## src/rtl/cordic_pkg.sv

```systemverilog
// cordic_pkg: shared constants for the pipelined CORDIC engine.
// Holds the 32-bit binary-angle arctangent table, the 1/K gain constant,
// the per-sample mode encoding and helpers that scale those constants
// to the configured angle/data widths.
package cordic_pkg;

  typedef enum logic {
    ROTATE = 1'b0,
    VECTOR = 1'b1
  } mode_e;

  // atan(2^-i) expressed as a 32-bit binary angle (2^32 == 2*pi)
  localparam logic [31:0] ATAN_TABLE [32] = '{
    32'h20000000, 32'h12E4051E, 32'h09FB385B, 32'h051111D4,
    32'h028B0D43, 32'h0145D7E1, 32'h00A2F61E, 32'h00517C55,
    32'h0028BE53, 32'h00145F2F, 32'h000A2F98, 32'h000517CC,
    32'h00028BE6, 32'h000145F3, 32'h0000A2FA, 32'h0000517D,
    32'h000028BE, 32'h0000145F, 32'h00000A30, 32'h00000518,
    32'h0000028C, 32'h00000146, 32'h000000A3, 32'h00000051,
    32'h00000029, 32'h00000014, 32'h0000000A, 32'h00000005,
    32'h00000003, 32'h00000001, 32'h00000001, 32'h00000000
  };

  // 1/K as an unsigned 0.32 fraction (1/1.6467602 = 0.6072529)
  localparam logic [31:0] INV_K = 32'h9B74EDA8;

  // atan_i scaled to a zw-bit binary angle, rounded
  function automatic logic [31:0] atan_zw(input int unsigned idx, input int unsigned zw);
    logic [63:0] v;
    v = {32'd0, ATAN_TABLE[idx[4:0]]};
    if (zw >= 32'd32) begin
      v = v;
    end else begin
      v = (v + (64'd1 << (32'd31 - zw))) >> (32'd32 - zw);
    end
    return v[31:0];
  endfunction

  // round(2^width / K), used by the optional unity-gain stage
  function automatic logic [31:0] gain_const(input int unsigned width);
    logic [63:0] v;
    v = {32'd0, INV_K};
    if (width >= 32'd32) begin
      v = v;
    end else begin
      v = (v + (64'd1 << (32'd31 - width))) >> (32'd32 - width);
    end
    return v[31:0];
  endfunction

endpackage

```

## src/rtl/cordic_pipe_stage.sv

```systemverilog
// cordic_stage: one CORDIC micro-rotation with its own pipeline register.
// Direction comes from the sign of z (rotation) or y (vectoring); the
// whole register, including valid and mode, advances only when en_i is high.
module cordic_stage
  import cordic_pkg::*;
#(
  parameter int XW  = 18,
  parameter int ZW  = 16,
  parameter int IDX = 0
) (
  input  logic                 clk,
  input  logic                 rst_n,
  input  logic                 en_i,
  input  logic                 valid_i,
  input  logic                 mode_i,
  input  logic signed [XW-1:0] x_i,
  input  logic signed [XW-1:0] y_i,
  input  logic signed [ZW-1:0] z_i,
  output logic                 valid_o,
  output logic                 mode_o,
  output logic signed [XW-1:0] x_o,
  output logic signed [XW-1:0] y_o,
  output logic signed [ZW-1:0] z_o
);

  localparam logic [31:0]        ATAN32 = atan_zw(IDX, ZW);
  localparam logic signed [ZW-1:0] ATAN = ATAN32[ZW-1:0];

  logic                 dir_pos_s;
  logic signed [XW-1:0] x_sh_s, y_sh_s;
  logic signed [XW-1:0] x_d, y_d;
  logic signed [ZW-1:0] z_d;
  logic                 valid_q, mode_q;
  logic signed [XW-1:0] x_q, y_q;
  logic signed [ZW-1:0] z_q;

  // micro-rotation: choose direction, then shift-and-add
  always_comb begin
    x_sh_s = x_i >>> IDX;
    y_sh_s = y_i >>> IDX;
    if (mode_i == VECTOR) begin
      dir_pos_s = y_i[XW-1];
    end else begin
      dir_pos_s = ~z_i[ZW-1];
    end
    if (dir_pos_s) begin
      x_d = x_i - y_sh_s;
      y_d = y_i + x_sh_s;
      z_d = z_i - ATAN;
    end else begin
      x_d = x_i + y_sh_s;
      y_d = y_i - x_sh_s;
      z_d = z_i + ATAN;
    end
  end

  // stage register: advance on enable, hold otherwise
  always_ff @(posedge clk or negedge rst_n) begin
    if (!rst_n) begin
      valid_q <= 1'b0;
      mode_q  <= 1'b0;
      x_q     <= '0;
      y_q     <= '0;
      z_q     <= '0;
    end else if (en_i) begin
      valid_q <= valid_i;
      mode_q  <= mode_i;
      x_q     <= x_d;
      y_q     <= y_d;
      z_q     <= z_d;
    end
  end

  assign valid_o = valid_q;
  assign mode_o  = mode_q;
  assign x_o     = x_q;
  assign y_o     = y_q;
  assign z_o     = z_q;

endmodule

```

## src/rtl/cordic_pipe.sv

```systemverilog
// cordic_pipe: fully pipelined CORDIC (rotation and vectoring, per sample).
// Quadrant pre-rotation register, STAGES micro-rotation registers and, when
// CORDIC_GAIN_COMP_EN is defined, a final 1/K gain-compensation register.
// A single global enable (out_ready | ~out_valid) freezes every stage.
module cordic_pipe
  import cordic_pkg::*;
#(
  parameter int WIDTH  = 16,
  parameter int ZW     = 16,
  parameter int STAGES = 14
) (
  input  logic                    clk,
  input  logic                    rst_n,
  input  logic                    in_valid,
  output logic                    in_ready,
  input  logic                    in_mode,
  input  logic signed [WIDTH-1:0] in_x,
  input  logic signed [WIDTH-1:0] in_y,
  input  logic signed [ZW-1:0]    in_z,
  output logic                    out_valid,
  input  logic                    out_ready,
  output logic                    out_mode,
  output logic signed [WIDTH+1:0] out_x,
  output logic signed [WIDTH+1:0] out_y,
  output logic signed [ZW-1:0]    out_z
);

  localparam int XW = WIDTH + 2;
  // +pi/2 in binary-angle units
  localparam logic signed [ZW-1:0] Z_QTR = $signed({2'b01, {(ZW-2){1'b0}}});

  logic en_s;
  logic signed [XW-1:0] x_ext_s, y_ext_s;
  logic signed [XW-1:0] p_x_d, p_y_d;
  logic signed [ZW-1:0] p_z_d;
  logic                 p_valid_q, p_mode_q;
  logic signed [XW-1:0] p_x_q, p_y_q;
  logic signed [ZW-1:0] p_z_q;

  logic                 v_s [STAGES+1];
  logic                 m_s [STAGES+1];
  logic signed [XW-1:0] x_s [STAGES+1];
  logic signed [XW-1:0] y_s [STAGES+1];
  logic signed [ZW-1:0] z_s [STAGES+1];

  assign en_s     = out_ready | ~out_valid;
  assign in_ready = en_s;
  assign x_ext_s  = {{2{in_x[WIDTH-1]}}, in_x};
  assign y_ext_s  = {{2{in_y[WIDTH-1]}}, in_y};

  // quadrant pre-rotation: bring the vector/angle into the +-pi/2 range
  always_comb begin
    p_x_d = x_ext_s;
    p_y_d = y_ext_s;
    p_z_d = in_z;
    if (in_mode == VECTOR) begin
      if (x_ext_s[XW-1]) begin
        if (!y_ext_s[XW-1]) begin
          p_x_d = y_ext_s;
          p_y_d = -x_ext_s;
          p_z_d = in_z + Z_QTR;
        end else begin
          p_x_d = -y_ext_s;
          p_y_d = x_ext_s;
          p_z_d = in_z - Z_QTR;
        end
      end else begin
        p_x_d = x_ext_s;
        p_y_d = y_ext_s;
        p_z_d = in_z;
      end
    end else begin
      if (in_z >= Z_QTR) begin
        p_x_d = -y_ext_s;
        p_y_d = x_ext_s;
        p_z_d = in_z - Z_QTR;
      end else if (in_z < -Z_QTR) begin
        p_x_d = y_ext_s;
        p_y_d = -x_ext_s;
        p_z_d = in_z + Z_QTR;
      end else begin
        p_x_d = x_ext_s;
        p_y_d = y_ext_s;
        p_z_d = in_z;
      end
    end
  end

  // pre-rotation register; in_ready == en so in_valid is the accept flag
  always_ff @(posedge clk or negedge rst_n) begin
    if (!rst_n) begin
      p_valid_q <= 1'b0;
      p_mode_q  <= 1'b0;
      p_x_q     <= '0;
      p_y_q     <= '0;
      p_z_q     <= '0;
    end else if (en_s) begin
      p_valid_q <= in_valid;
      p_mode_q  <= in_mode;
      p_x_q     <= p_x_d;
      p_y_q     <= p_y_d;
      p_z_q     <= p_z_d;
    end
  end

  assign v_s[0] = p_valid_q;
  assign m_s[0] = p_mode_q;
  assign x_s[0] = p_x_q;
  assign y_s[0] = p_y_q;
  assign z_s[0] = p_z_q;

  for (genvar gi = 0; gi < STAGES; gi++) begin : g_stage
    cordic_stage #(
      .XW  (XW),
      .ZW  (ZW),
      .IDX (gi)
    ) u_stage (
      .clk     (clk),
      .rst_n   (rst_n),
      .en_i    (en_s),
      .valid_i (v_s[gi]),
      .mode_i  (m_s[gi]),
      .x_i     (x_s[gi]),
      .y_i     (y_s[gi]),
      .z_i     (z_s[gi]),
      .valid_o (v_s[gi+1]),
      .mode_o  (m_s[gi+1]),
      .x_o     (x_s[gi+1]),
      .y_o     (y_s[gi+1]),
      .z_o     (z_s[gi+1])
    );
  end

`ifdef CORDIC_GAIN_COMP_EN
  localparam int PW = XW + WIDTH + 2;
  localparam logic [31:0]          GAIN32 = gain_const(WIDTH);
  localparam logic signed [PW-1:0] GAIN_S = $signed(PW'(GAIN32));

  logic signed [PW-1:0] gx_wide_s, gy_wide_s;
  logic signed [XW-1:0] g_x_d, g_y_d;
  logic                 g_valid_q, g_mode_q;
  logic signed [XW-1:0] g_x_q, g_y_q;
  logic signed [ZW-1:0] g_z_q;

  // scale by round(2^WIDTH/K) then drop WIDTH fraction bits (floor)
  always_comb begin
    gx_wide_s = PW'(x_s[STAGES]);
    gy_wide_s = PW'(y_s[STAGES]);
    g_x_d     = XW'((gx_wide_s * GAIN_S) >>> WIDTH);
    g_y_d     = XW'((gy_wide_s * GAIN_S) >>> WIDTH);
  end

  // gain-compensation register
  always_ff @(posedge clk or negedge rst_n) begin
    if (!rst_n) begin
      g_valid_q <= 1'b0;
      g_mode_q  <= 1'b0;
      g_x_q     <= '0;
      g_y_q     <= '0;
      g_z_q     <= '0;
    end else if (en_s) begin
      g_valid_q <= v_s[STAGES];
      g_mode_q  <= m_s[STAGES];
      g_x_q     <= g_x_d;
      g_y_q     <= g_y_d;
      g_z_q     <= z_s[STAGES];
    end
  end

  assign out_valid = g_valid_q;
  assign out_mode  = g_mode_q;
  assign out_x     = g_x_q;
  assign out_y     = g_y_q;
  assign out_z     = g_z_q;
`else
  assign out_valid = v_s[STAGES];
  assign out_mode  = m_s[STAGES];
  assign out_x     = x_s[STAGES];
  assign out_y     = y_s[STAGES];
  assign out_z     = z_s[STAGES];
`endif

endmodule

```

## config.mk

```make
export PLATFORM = sky130hd
export DESIGN_NAME = cordic_pipe
export DESIGN_NICKNAME = d
export VERILOG_FILES = /design/src/rtl/cordic_pkg.sv /design/src/rtl/cordic_pipe_stage.sv /design/src/rtl/cordic_pipe.sv
export SDC_FILE = /design/constraint.sdc
export NUM_CORES = 2
export LEC_CHECK = 0
export CAP_MARGIN = 20
export CORE_UTILIZATION = 35
export DETAILED_ROUTE_END_ITERATION = 16
export DONT_BUFFER_PORTS = 1
export PLACE_DENSITY = 0.61
export SLEW_MARGIN = 10
export SYNTH_ARGS = -nofsm -noshare
export SYNTH_HDL_FRONTEND = slang
export SYNTH_SLANG_ARGS = --single-unit
```

## constraint.sdc

```tcl
create_clock -name clk -period 9.3 [get_ports clk]
set_input_delay 0.93 -clock clk [delete_from_list [all_inputs] [get_ports clk]]
set_output_delay 0.93 -clock clk [all_outputs]
set_load 0.01 [all_outputs]
```

# Yosys cells after proc, flatten, opt, wreduce, memory -nomap -nowiden
# Cells that the tools add are included.
# Widths: inputs -> output; s select.
word_totals:
  out_inout_bits: 55
  wordCells: 251
  register_bits: 810
  inputBits: 53
classes:
  n_bitwise: 16
  mux: 71
  order_cmp: 2
  n_addsub: 87
ops:
  columns: ["op", "n"]
  rows:
  - ["$mux 18", 38]
  - ["$mux 16", 19]
  - ["$add 18x10->18", 2]
  - ["$add 18x11->18", 2]
  - ["$add 18x12->18", 2]
  - ["$add 18x13->18", 2]
  - ["$add 18x14->18", 2]
  - ["$add 18x15->18", 2]
  - ["$add 18x16->18", 2]
  - ["$add 18x17->18", 2]
  - ["$add 18x5->18", 2]
  - ["$add 18x6->18", 2]
  - ["$add 18x7->18", 2]
  - ["$add 18x8->18", 2]
  - ["$add 18x9->18", 2]
  - ["$neg 16->18", 2]
  - ["$sub 18x10->18", 2]
  - ["$sub 18x11->18", 2]
  - ["$sub 18x12->18", 2]
  - ["$sub 18x13->18", 2]
  - ["$sub 18x14->18", 2]
  - ["$sub 18x15->18", 2]
  - ["$sub 18x16->18", 2]
  - ["$sub 18x17->18", 2]
  - ["42 further kinds", 75]

# Longest topological paths before layout
depth:
  depth_word: 4
  mapped_depth: 17
  depth_no_buf: 17

# By module
# From an unflattened synthesis, not the netlist that was laid out.
unflattened:
  cells_unflattened: 8406
  area_unflattened_um2: 73480.5
by_module_without_submodules:
  columns: ["module", "seq_area_each_um2", "cells_each", "area_each_um2", "n_inst"]
  rows:
  - ["cordic_stage (g_stage[2].u_stage)", 1351.3, 603, 5154.9, 1]
  - ["cordic_stage (g_stage[0].u_stage)", 1326.3, 612, 5127.4, 1]
  - ["cordic_stage (g_stage[1].u_stage)", 1351.3, 580, 5117.4, 1]
  - ["cordic_stage (g_stage[3].u_stage)", 1351.3, 565, 5047.3, 1]
  - ["cordic_stage (g_stage[10].u_stage)", 1351.3, 583, 5022.3, 1]
  - ["cordic_stage (g_stage[11].u_stage)", 1351.3, 571, 4991.0, 1]
  - ["cordic_stage (g_stage[4].u_stage)", 1351.3, 555, 4976.0, 1]
  - ["cordic_stage (g_stage[5].u_stage)", 1351.3, 563, 4971.0, 1]
  - ["cordic_stage (g_stage[13].u_stage)", 1351.3, 564, 4951.0, 1]
  - ["cordic_stage (g_stage[6].u_stage)", 1351.3, 546, 4918.5, 1]
  - ["cordic_stage (g_stage[12].u_stage)", 1351.3, 564, 4885.9, 1]
  - ["cordic_stage (g_stage[8].u_stage)", 1351.3, 545, 4879.7, 1]
  - ["cordic_stage (g_stage[7].u_stage)", 1351.3, 503, 4695.8, 1]
  - ["cordic_stage (g_stage[9].u_stage)", 1351.3, 499, 4520.6, 1]
  - ["cordic_pipe", 1351.3, 553, 4221.5, 1]

# Worst setup path before layout
# Ideal clock, no wire load.
synth_timing:
  path_type: "register to register"
  startpoint: "register g_stage[6].u_stage.y_q[17]"
  endpoint: "register g_stage[7].u_stage.x_q[16]"
  stages_incl_launch_ff: 17
  t_required_ps: 9163
  arrival_ps: 4094
  period_less_slack_ps: 4231
  path_buffers: 3
  setup_ps: 137
  path_slack_ps: 5069
  cell_sequence: "dfrtp_1 -> clkbuf_1 -> inv_1 -> mux2_2 -> inv_1 -> clkbuf_1 -> clkbuf_1 -> mux2i_1 -> fa_1 -> a21o_1 -> a21oi_1 -> nor2b_1 -> o22ai_1 -> o211ai_1 -> o41ai_1 -> xor2_1 -> a21oi_1"
synth_via:
  elab_chain_len: 2
  word_cells_on_any_way: 4
  cone_classes: "2 x add/sub; 2 x mux"
synth_rtl:
  columns: ["item", "line_no", "rtl"]
  rows:
  - ["from (decl)", "cordic_pipe_stage.sv:34", "logic signed [XW-1:0] x_q, y_q;"]
  - ["from (signal assigned)", "cordic_pipe_stage.sv:69", "y_q <= y_d;"]
  - ["$add 18x11->18, or another cell as far along", "cordic_pipe_stage.sv:51", "x_d = x_i + y_sh_s;"]
  - ["$mux 18 (*)", "cordic_pipe_stage.sv:46", "if (dir_pos_s) begin"]
  - ["to (signal assigned)", "cordic_pipe_stage.sv:62", "x_q <= '0;"]
  - ["to (signal assigned)", "cordic_pipe_stage.sv:68", "x_q <= x_d;"]
  - ["to (decl)", "cordic_pipe_stage.sv:34", null]
# Mark *: on every way between the ends. The rest lies on a longest branch, timed or not.
# A chain may end at the register's enable or synchronous reset.

# Worst setup path after layout
layout_timing:
  startpoint: "register g_stage[8].u_stage.y_q[17]"
  endpoint: "register g_stage[9].u_stage.y_q[16]"
layout_via:
  elab_chain_len: 2
layout_rtl:
  columns: ["item", "line_no", "rtl"]
  rows:
  - ["from (decl)", "cordic_pipe_stage.sv:34", null]
  - ["from (signal assigned)", "cordic_pipe_stage.sv:69", null]
  - ["$mux 1", "cordic_pipe_stage.sv:41", "if (mode_i == VECTOR) begin"]
  - ["$mux 18", "cordic_pipe_stage.sv:46", null]
  - ["to (signal assigned)", "cordic_pipe_stage.sv:69", null]
  - ["to (decl)", "cordic_pipe_stage.sv:34", null]
# Every way passes these cells.

==> flow_metrics.env <==
export IMPL_status="finished clean"
export IMPL_io_pins=108
export IMPL_dpl_hpwl_um=133000
export IMPL_tightest_slew_ps=1020
export IMPL_use_met1=0.251
export IMPL_num_rows=160
export IMPL_final_cell_area_um2=73300
export IMPL_rsz0062_at_grt="false"
export IMPL_yosysSeqAreaShare=0.300
export IMPL_maxCapViolCount=0
export IMPL_fin_crit_ps=4870
export IMPL_synthArstFlopShare=1.00
export IMPL_grt_pass1_wl_um=294000
export IMPL_final_max_slew_viol_count=0
export IMPL_cp_cell_sequence="inv_1, mux2_2, clkinv_1, nand2_1, a21bo_2, ha_1, a21oi_1, o21ai_0, a31oi_1, o21ai_0, or4_1, a31oi_1, xor2_1, o21ai_0"
export IMPL_synth_edf_count=0
export IMPL_tns_ps=0
export IMPL_core_area_um2=191000
export IMPL_path_buf_inv=2
export IMPL_cts_path_max_buffers=3
export IMPL_die_h_um=441
export IMPL_setup_viol=0
export IMPL_grt_pass1_vias=56200
export IMPL_max_freq_ghz=0.205
export IMPL_grt_util_met2=0.300
export IMPL_ctsResizeCount=0
export IMPL_cts_sinks=809
export IMPL_drt_iter0_drc=3822
export IMPL_antenna_found_initial=4
export IMPL_cts_tree="built"
export IMPL_yosys_warnings=0
export IMPL_cp_required_ps=9860
export IMPL_synth_ff_type="dfrtp_1"
export IMPL_drt_antenna_violating_nets=0
export IMPL_start_util=0.353
export IMPL_remaining_drc_errors=0
export IMPL_firstDrtPassIters=6
export IMPL_htreeDepth=3
export IMPL_slowest_stage="clkinv_1"
export IMPL_startpoint_type="register"
export IMPL_place_gp_congestion=0.906
export IMPL_wl_per_cell_um=16.8
export IMPL_syn_area_um2=67400
export IMPL_die_area_um2=194000
export IMPL_synth_nets=9065
export IMPL_relSlewSlack=0.316
export IMPL_vias_per_cell=5.41
export IMPL_io_buffers=0
export IMPL_syn_avg_cell_area_um2=8.18
export IMPL_busiest_layer="met2"
export IMPL_yosysUniqueCellTypes=89
export IMPL_postLayoutCoreUtil=0.384
export IMPL_use_met3=0.0205
export IMPL_dieWidth_um=441
export IMPL_finalCritPeriodShare=0.524
export IMPL_routed_wl_um=179000
export IMPL_critPathKind="reg -> reg"
export IMPL_cts_buffers=100
export IMPL_via_count=57700
export IMPL_root_buffer="clkbuf_16"
export IMPL_hold_class="in -> async"
export IMPL_hold_violations=0
export IMPL_ys_ff_latch=809
export IMPL_grt_start_max_net_pins=257
export IMPL_critical_path_max_fanout=27
export IMPL_fin_skew_ps=31.9
export IMPL_syn_to_final_growth_pct=8.73
export IMPL_grt_overflow_total=0
export IMPL_clk_pin_slew_ps=60
export IMPL_clk_latency_ps=730
export IMPL_worst_path_most_repeated_cell="o21ai_0"
export IMPL_track_usage=0.181
export IMPL_worstPathArrival_ps=5430
export IMPL_postPlaceCellArea_um2=69700
export IMPL_holdBufCountCts=1
export IMPL_cp_end_kind="register"
export IMPL_layout_drive_gt1_share=0.0375
export IMPL_crit_family="compound AO/OA/AOI/OAI gates"
export IMPL_post_cts_buffers=0
export IMPL_slowest_delay_ps=760
export IMPL_syn_inst=8238
export IMPL_fin_nets=8886
cells by family (layout without fill, tap and decap cells):
family | count (synthesis) | count (layout) | synth area share
simple gates | 2596 | 2596 | 0.172
compound gates | 2543 | 2543 | 0.226
xor+xnor | 819 | 819 | 0.106
flops | 809 | 809 | 0.300
fa+ha+maj | 774 | 774 | 0.148
buf+inv | 626 | 531 | 0.0352
mux | 71 | 71 | 0.0112
other cells | 0 | 2 | 0
layer usage:
metal | wire [um] | vias up
met5 | 7 | -
met4 | 3660 | 2
met3 | 6230 | 225
met2 | 83400 | 975
met1 | 85300 | 27600
li1 | - | 28900
layout by cell type (no fill, tap or decap), drive strengths merged, types with 76 or more instances in the layout:
cell type / count
nor2: 813
inv: 307
a21o: 184
dfrtp: 809
nand2: 1019
xnor2: 413
a211oi: 110
ha: 731
o21ai: 686
a31oi: 87
nor3: 176
xor2: 406
o21a: 87
nand3: 96
nor2b: 76
a21oi: 931
nand2b: 100
o21bai: 85
clkbuf: 141
cell type report:
class / count / area [um2]
antenna: 2 / 5.00
sequential: 809 / 20200
inverter: 308 / 1160
multi-input combinational: 6803 / 44800
clock inverter: 45 / 562
fill: 19400 / 118000
tap: 2511 / 3140
timing repair buffer: 37 / 454
clock buffer: 141 / 2920
synthesized netlist by cell type (100+ instances only):
cell	number	area [um2]
a211oi_1	109	818
a21o_1	184	1380
a21oi_1	931	4660
clkbuf_1	254	953
dfrtp_1	809	20200
ha_1	731	9150
inv_1	299	1120
nand2_1	1019	3820
nand2b_1	100	626
nor2_1	812	3050
nor3_1	173	866
o21ai_0	683	3420
xnor2_1	413	3620
xor2_1	406	3560
per-stage QoR:
stage | hold WS [ps] | instances | setup slack, ps
floorplan | 430 | 8238 | 5070
global placement | 445 | 10500 | 4560
detailed placement | 447 | 10500 | 4440
CTS | 148 | 10700 | 4450
global route | 188 | 10700 | 3940
finish | 178 | 10700 | 4430
final timing paths:
path | start | end | slack (ps) | depth (start not counted)
max | g_stage[8].u_stage.y_o[17] | g_stage[9].u_stage.y_o[16] | 4430 | 14
min | rst_n | g_stage[4].u_stage.x_o[1] | 180 | 1
max reg2reg | g_stage[8].u_stage.y_o[17] | g_stage[9].u_stage.y_o[16] | 4430 | 14
min reg2reg | g_stage[12].u_stage.valid_o | g_stage[12].u_stage.valid_o | 460 | 2
max in group asynchronous | rst_n | g_stage[8].u_stage.y_o[7] | 6660 | 4
min in group clk | in_z[11] | p_z_q[11] | 320 | 2
state kept, by name (all words and copies together) (netlist names):
| name | cells |
|---|---|
| p_mode_q | 1 |
| g_stage.u_stage.valid_o | 14 |
| p_z_q | 16 |
| p_y_q | 18 |
| g_stage.u_stage.mode_o | 14 |
| p_x_q | 18 |
| g_stage.u_stage.z_o | 224 |
| g_stage.u_stage.y_o | 252 |
| p_valid_q | 1 |
| g_stage.u_stage.x_o | 251 |
Power is not shown: default switching activity piles up to over one toggle a cycle in this logic, so the estimate is an artifact.
